### config.mk
export PLATFORM = sky130hd
export DESIGN_NAME = pipeline_ctrl
export DESIGN_NICKNAME = d
export VERILOG_FILES = /design/src/rtl/pipeline_ctrl_pkg.sv /design/src/rtl/pipeline_ctrl_load_use_detect.sv /design/src/rtl/pipeline_ctrl.sv
export SDC_FILE = /design/constraint.sdc
export NUM_CORES = 1
export LEC_CHECK = 0
export ABC_AREA = 1
export BUFFER_PORTS_ARGS = -buffer_cell sky130_fd_sc_hd__buf_2
export CELL_PAD_IN_SITES_DETAIL_PLACEMENT = 0
export CELL_PAD_IN_SITES_GLOBAL_PLACEMENT = 1
export CORE_ASPECT_RATIO = 2
export CORE_MARGIN = 3
export CORE_UTILIZATION = 33
export DETAILED_ROUTE_END_ITERATION = 10
export PLACE_DENSITY = 0.89
export SYNTH_ARGS = -nofsm -noshare
export SYNTH_HDL_FRONTEND = slang
export SYNTH_HIERARCHICAL = 1
export SYNTH_SLANG_ARGS = --single-unit
export TNS_END_PERCENT = 10
### constraint.sdc
create_clock -name clk -period 1.9 [get_ports clk]
set_input_delay 0.095 -clock clk [delete_from_list [all_inputs] [get_ports clk]]
set_output_delay 0.095 -clock clk [all_outputs]
set_load 0.02 [all_outputs]
### src/rtl/pipeline_ctrl_pkg.sv
// Shared types and constants for the RV32I pipeline sequencer.
package pipeline_ctrl_pkg;

    typedef enum logic [1:0] {
        RUN      = 2'd0,
        FLUSH    = 2'd1,
        LD_STALL = 2'd2,
        MEM_WAIT = 2'd3
    } ctrl_state_t;

    localparam int unsigned FLUSH_DEPTH_DEFAULT = 2;
    localparam int unsigned CNT_W               = 3;
    localparam int unsigned PERF_W              = 32;

    // Per-stage enable / bubble bundle driven every cycle.
    typedef struct packed {
        logic if_en;
        logic id_en;
        logic ex_en;
        logic wb_en;
        logic id_flush;
        logic ex_flush;
    } stage_ctrl_t;

    localparam stage_ctrl_t CTL_HOLD_ALL = '{if_en: 1'b0, id_en: 1'b0, ex_en: 1'b0, wb_en: 1'b0,
                                             id_flush: 1'b0, ex_flush: 1'b0};
    localparam stage_ctrl_t CTL_FLOW     = '{if_en: 1'b1, id_en: 1'b1, ex_en: 1'b1, wb_en: 1'b1,
                                             id_flush: 1'b0, ex_flush: 1'b0};
    localparam stage_ctrl_t CTL_BUBBLE   = '{if_en: 1'b1, id_en: 1'b1, ex_en: 1'b1, wb_en: 1'b1,
                                             id_flush: 1'b1, ex_flush: 1'b1};
    localparam stage_ctrl_t CTL_RESET    = '{if_en: 1'b0, id_en: 1'b0, ex_en: 1'b0, wb_en: 1'b0,
                                             id_flush: 1'b1, ex_flush: 1'b1};
    localparam stage_ctrl_t CTL_LD_USE   = '{if_en: 1'b0, id_en: 1'b0, ex_en: 1'b1, wb_en: 1'b1,
                                             id_flush: 1'b0, ex_flush: 1'b1};
    localparam stage_ctrl_t CTL_IMEM     = '{if_en: 1'b0, id_en: 1'b1, ex_en: 1'b1, wb_en: 1'b1,
                                             id_flush: 1'b1, ex_flush: 1'b0};

endpackage

### src/rtl/pipeline_ctrl_load_use_detect.sv
// Flags a decode instruction that reads the destination of a load currently in exec.
module pipeline_ctrl_load_use_detect #(
    parameter int unsigned REG_W = 5
) (
    input  logic             ex_valid,
    input  logic             ex_is_load,
    input  logic [REG_W-1:0] ex_rd,
    input  logic             id_valid,
    input  logic [REG_W-1:0] id_rs1,
    input  logic [REG_W-1:0] id_rs2,
    input  logic             id_use_rs1,
    input  logic             id_use_rs2,
    output logic             hit_c
);

    logic rs1_match;
    logic rs2_match;

    assign rs1_match = id_use_rs1 && (id_rs1 == ex_rd);
    assign rs2_match = id_use_rs2 && (id_rs2 == ex_rd);

    // x0 never carries a value, so a load to it cannot create a hazard.
    assign hit_c = ex_valid && ex_is_load && (ex_rd != '0) && id_valid && (rs1_match || rs2_match);

endmodule

### src/rtl/pipeline_ctrl.sv
// Pipeline sequencer: stage enables, bubble inserts, PC redirect and perf counters.
module pipeline_ctrl
    import pipeline_ctrl_pkg::*;
#(
    parameter int unsigned XLEN        = 32,
    parameter int unsigned REG_W       = 5,
    parameter int unsigned FLUSH_DEPTH = FLUSH_DEPTH_DEFAULT
) (
    input  logic              clk,
    input  logic              rst_n,
    input  logic              ex_valid,
    input  logic              ex_jump,
    input  logic              ex_branch_taken,
    input  logic [XLEN-1:0]   ex_target,
    input  logic              ex_is_load,
    input  logic [REG_W-1:0]  ex_rd,
    input  logic              id_valid,
    input  logic [REG_W-1:0]  id_rs1,
    input  logic [REG_W-1:0]  id_rs2,
    input  logic              id_use_rs1,
    input  logic              id_use_rs2,
    input  logic              dmem_req,
    input  logic              dmem_ack,
    input  logic              imem_ready,
    output logic              if_en,
    output logic              id_en,
    output logic              ex_en,
    output logic              wb_en,
    output logic              id_flush,
    output logic              ex_flush,
    output logic              pc_redirect,
    output logic [XLEN-1:0]   redirect_pc,
    output logic [1:0]        state_o,
    output logic [PERF_W-1:0] perf_stall_cnt,
    output logic [PERF_W-1:0] perf_redirect_cnt
);

    localparam logic [CNT_W-1:0] FLUSH_LOAD = CNT_W'(FLUSH_DEPTH - 1);
    localparam logic [XLEN-1:0]  ALIGN_MASK = ~XLEN'(1);

    ctrl_state_t      state;
    ctrl_state_t      state_nxt;
    logic [CNT_W-1:0] cnt;
    logic [CNT_W-1:0] cnt_nxt;
    stage_ctrl_t      ctl;
    logic             redirect_evt;
    logic             load_use_hit;
    logic             mem_stall;
    logic             redirect_req;

    pipeline_ctrl_load_use_detect #(
        .REG_W(REG_W)
    ) u_load_use_detect (
        .ex_valid   (ex_valid),
        .ex_is_load (ex_is_load),
        .ex_rd      (ex_rd),
        .id_valid   (id_valid),
        .id_rs1     (id_rs1),
        .id_rs2     (id_rs2),
        .id_use_rs1 (id_use_rs1),
        .id_use_rs2 (id_use_rs2),
        .hit_c      (load_use_hit)
    );

    assign mem_stall    = ex_valid && dmem_req && !dmem_ack;
    assign redirect_req = ex_valid && (ex_jump || ex_branch_taken);

    // Next state and same-cycle control response; RUN priority is mem > load-use > redirect > imem.
    always_comb begin
        ctl          = CTL_HOLD_ALL;
        pc_redirect  = 1'b0;
        redirect_pc  = '0;
        redirect_evt = 1'b0;
        state_nxt    = state;
        cnt_nxt      = cnt;

        if (!rst_n) begin
            ctl       = CTL_RESET;
            state_nxt = RUN;
            cnt_nxt   = '0;
        end else begin
            case (state)
                RUN: begin
                    if (mem_stall) begin
                        ctl       = CTL_HOLD_ALL;
                        state_nxt = MEM_WAIT;
                    end else if (load_use_hit) begin
                        ctl       = CTL_LD_USE;
                        state_nxt = LD_STALL;
                    end else if (redirect_req) begin
                        ctl          = CTL_BUBBLE;
                        pc_redirect  = 1'b1;
                        redirect_pc  = ex_target & ALIGN_MASK;
                        redirect_evt = 1'b1;
                        // A one-cycle bubble window is covered entirely by the detect cycle.
                        if (FLUSH_DEPTH > 1) begin
                            state_nxt = FLUSH;
                            cnt_nxt   = FLUSH_LOAD;
                        end
                    end else if (!imem_ready) begin
                        ctl = CTL_IMEM;
                    end else begin
                        ctl = CTL_FLOW;
                    end
                end
                FLUSH: begin
                    ctl = CTL_BUBBLE;
                    if (cnt <= CNT_W'(1)) begin
                        cnt_nxt   = '0;
                        state_nxt = RUN;
                    end else begin
                        cnt_nxt = cnt - CNT_W'(1);
                    end
                end
                LD_STALL: begin
                    ctl       = CTL_FLOW;
                    state_nxt = RUN;
                end
                MEM_WAIT: begin
                    if (dmem_ack) begin
                        ctl       = CTL_FLOW;
                        state_nxt = RUN;
                    end
                end
                default: begin
                    state_nxt = RUN;
                    cnt_nxt   = '0;
                end
            endcase
        end
    end

    assign if_en    = ctl.if_en;
    assign id_en    = ctl.id_en;
    assign ex_en    = ctl.ex_en;
    assign wb_en    = ctl.wb_en;
    assign id_flush = ctl.id_flush;
    assign ex_flush = ctl.ex_flush;
    assign state_o  = 2'(state);

    // State, countdown and wrapping performance counters.
    always_ff @(posedge clk) begin
        if (!rst_n) begin
            state             <= RUN;
            cnt               <= '0;
            perf_stall_cnt    <= '0;
            perf_redirect_cnt <= '0;
        end else begin
            state <= state_nxt;
            cnt   <= cnt_nxt;
            if (!ctl.if_en) begin
                perf_stall_cnt <= perf_stall_cnt + PERF_W'(1);
            end
            if (redirect_evt) begin
                perf_redirect_cnt <= perf_redirect_cnt + PERF_W'(1);
            end
        end
    end

endmodule

==> metrics <==
Hold Fails Final Rpt 0; post-layout util 44.64%; CP arrival 1670 ps; Clock Pin Slew Worst Setup and Hold Paths 50 ps; die span in x 89.67 um; hold crit path type input port to flip-flop; critical path required time 1800 ps; syn avg cell area 5.827 um^2; VDD IR max 0.0003664 V; Nets 1,018; Routability Congestion 0.8275; Mapped Nets 856; Port Buffers 161; Clk pwr share 47.1%; postcts setup bufs 0; Place WS 91.78 ps; Post-CTS Hold Fix Bufs 0; row count 60; # IOs 164; commonest non-fill, non-tap cells in the layout nand2_1 (221), buf_2 (158), nor2_1 (149); #FFs+latches synth 69; first-pass GRT wire length 22,400 um; worst skew pair latency 330 ps; Setup Crit Path Kind flip-flop to output port; Synth cell types 36; final worst slack 131.3 ps; core area 13,590 um^2; CP Launch Type flip-flop; Cell Int Power 0.002867 W; Clock Path Buffers 2; via count 5,214; synthesized instance count 793; fmax 0.5654 GHz; Final Max Slew Viols 0; Seq pwr share 38.6%; DR iter-0 viols 97; LEAKAGE 3.049 nW; sw frac 25.77%; crit-path max FO 20; Most used DFF post-synth dfxtp_1; Die Ht 173.3 um; ANT cells 0; antenna violations before repair 0; area of the mapped netlist 4621 um^2; H-Tree Depth 3; routed wire length 14,390 um; clock root cell clkbuf_16; pwr dens 636.8 nW/um^2; commonest non-fill, non-tap cell in the layout nand2_1; HPWL Detailed 10,930 um; remaining global-route overflow 0; wire length per cell 12.55 um; Clock Sink Count 69; status completed; max_cap viols 0; Initial Util 34.01%; YS warnings 6; post-route clock period utilization 93.09%; Post-synth EDFFs 0; CTS tree done; combinational fraction of design power 14.3%; DRC 0; Area Growth Syn to Fin 31.28%; Period minus WS final 1769 ps; vias in the first global route 4,806; Final Power 0.003863 W; DR pass1 iterations 4; Tot GR Track Use 18.32%; Post-synth ARST share 0%; via/cell ratio 4.550; largest net degree at the start of global routing 59; Die Area 15,540 um^2; proportion of layout cells with a drive suffix above 1 23.54%; Final ANT Viol Nets 0; skew final 6.857 ps; sequential area share after synthesis 29.89%; total CTS buffers 9; Setup crit end kind output port; # setup viols final 0; sw power 0.0009955 W; Fin Hold WS 120.3 ps
## path summary, 6_finish.rpt
path / from / end / slack [ps] / cells past startpoint
hold reg to reg: cnt[1] / cnt[1] / 510 / 2
hold / removal: dmem_ack / state_o[0] / 120 / 4
setup reg to reg: perf_redirect_cnt[0] / perf_redirect_cnt[20] / 160 / 11
setup / recovery: state_o[1] / redirect_pc[14] / 130 / 7
## synthesized netlist by cell type, drive strengths merged, types with 4 or more instances
master  count  share of area (%)
nor2      166                 15
ha          4                1.1
buf        15                2.2
a21oi      32                3.5
clkbuf      8               0.65
xor2        7                1.3
dfxtp      69                 30
o21ai      21                2.3
nand4      30                4.1
nand2     226                 19
inv       145                 12
nor3        8               0.97
nand3      48                6.0
## worst max-delay path, cell delays in order, from the launching register on
cell     delay (ps)
dfxtp_1         360
nor2_4          210
nand3_4         120
inv_2           110
nand2_8         100
buf_12          170
nor2_1          100
buf_4           160
## flip-flops by register name, summed over array words and instances (netlist names)
signal,count
perf_redirect_cnt,32
perf_stall_cnt,32
cnt,3
state_o,2
## timing repair
item / in CTS / in global routing
pin swaps: 0 / 2
cloned: 0 / 2
gates resized for setup: 1 / 6
setup endpoints to repair: 31 / 20
## power groups by stage
stage	Sequential, W	Combinational (W)	Clock, W
CTS	0.00149	0.000520	0.00188
floorplan	0.00154	0.000307	0
global placement	0.00152	0.000512	0
finish	0.00149	0.000553	0.00182
global route	0.00149	0.000621	0.00193
detailed placement	0.00152	0.000517	0
## per-layer routing
metal	vias up	part of all wire, %	global-route usage [%]
li1	2747	-	-
met2	143	57	35.97
met4	0	3.2	7.081
met1	2295	35	17.71
met3	29	4.4	2.902
met5	-	0	0
## logic make-up (layout without fill, tap and decap cells)
kind of cell	after synthesis	after routing	synth area share, %
XOR/XNOR	10	10	1.896
adder cells (fa/ha/maj)	4	4	1.083
AND/OR/NAND/NOR	484	484	45.90
other	1	1	0.08116
flip-flops	69	69	29.89
buffers and inverters	168	335	14.62
AO/OA/AOI/OAI	57	57	6.526
## layout make-up
type / instances / area, um^2
Fill cell: 1482 / 7522
Multi-Input combinational cell: 556 / 2592
Sequential cell: 69 / 1381
Timing Repair Buffer: 174 / 996.0
Inverter: 145 / 544.3
Clock buffer: 13 / 250.2
Tap cell: 186 / 232.7
Clock inverter: 3 / 68.82
## metrics by stage
stage / instances / setup TNS, ps / instance area (um^2)
after floorplan: 793 / 0 / 4621
after global placement: 1128 / 0 / 5660
after detailed placement: 1128 / 0 / 5660
after CTS: 1144 / 0 / 5984
after global routing: 1146 / -2.335 / 6066
final: 1146 / 0 / 6066
No activity file was read; power rests on OpenSTA's default activity.
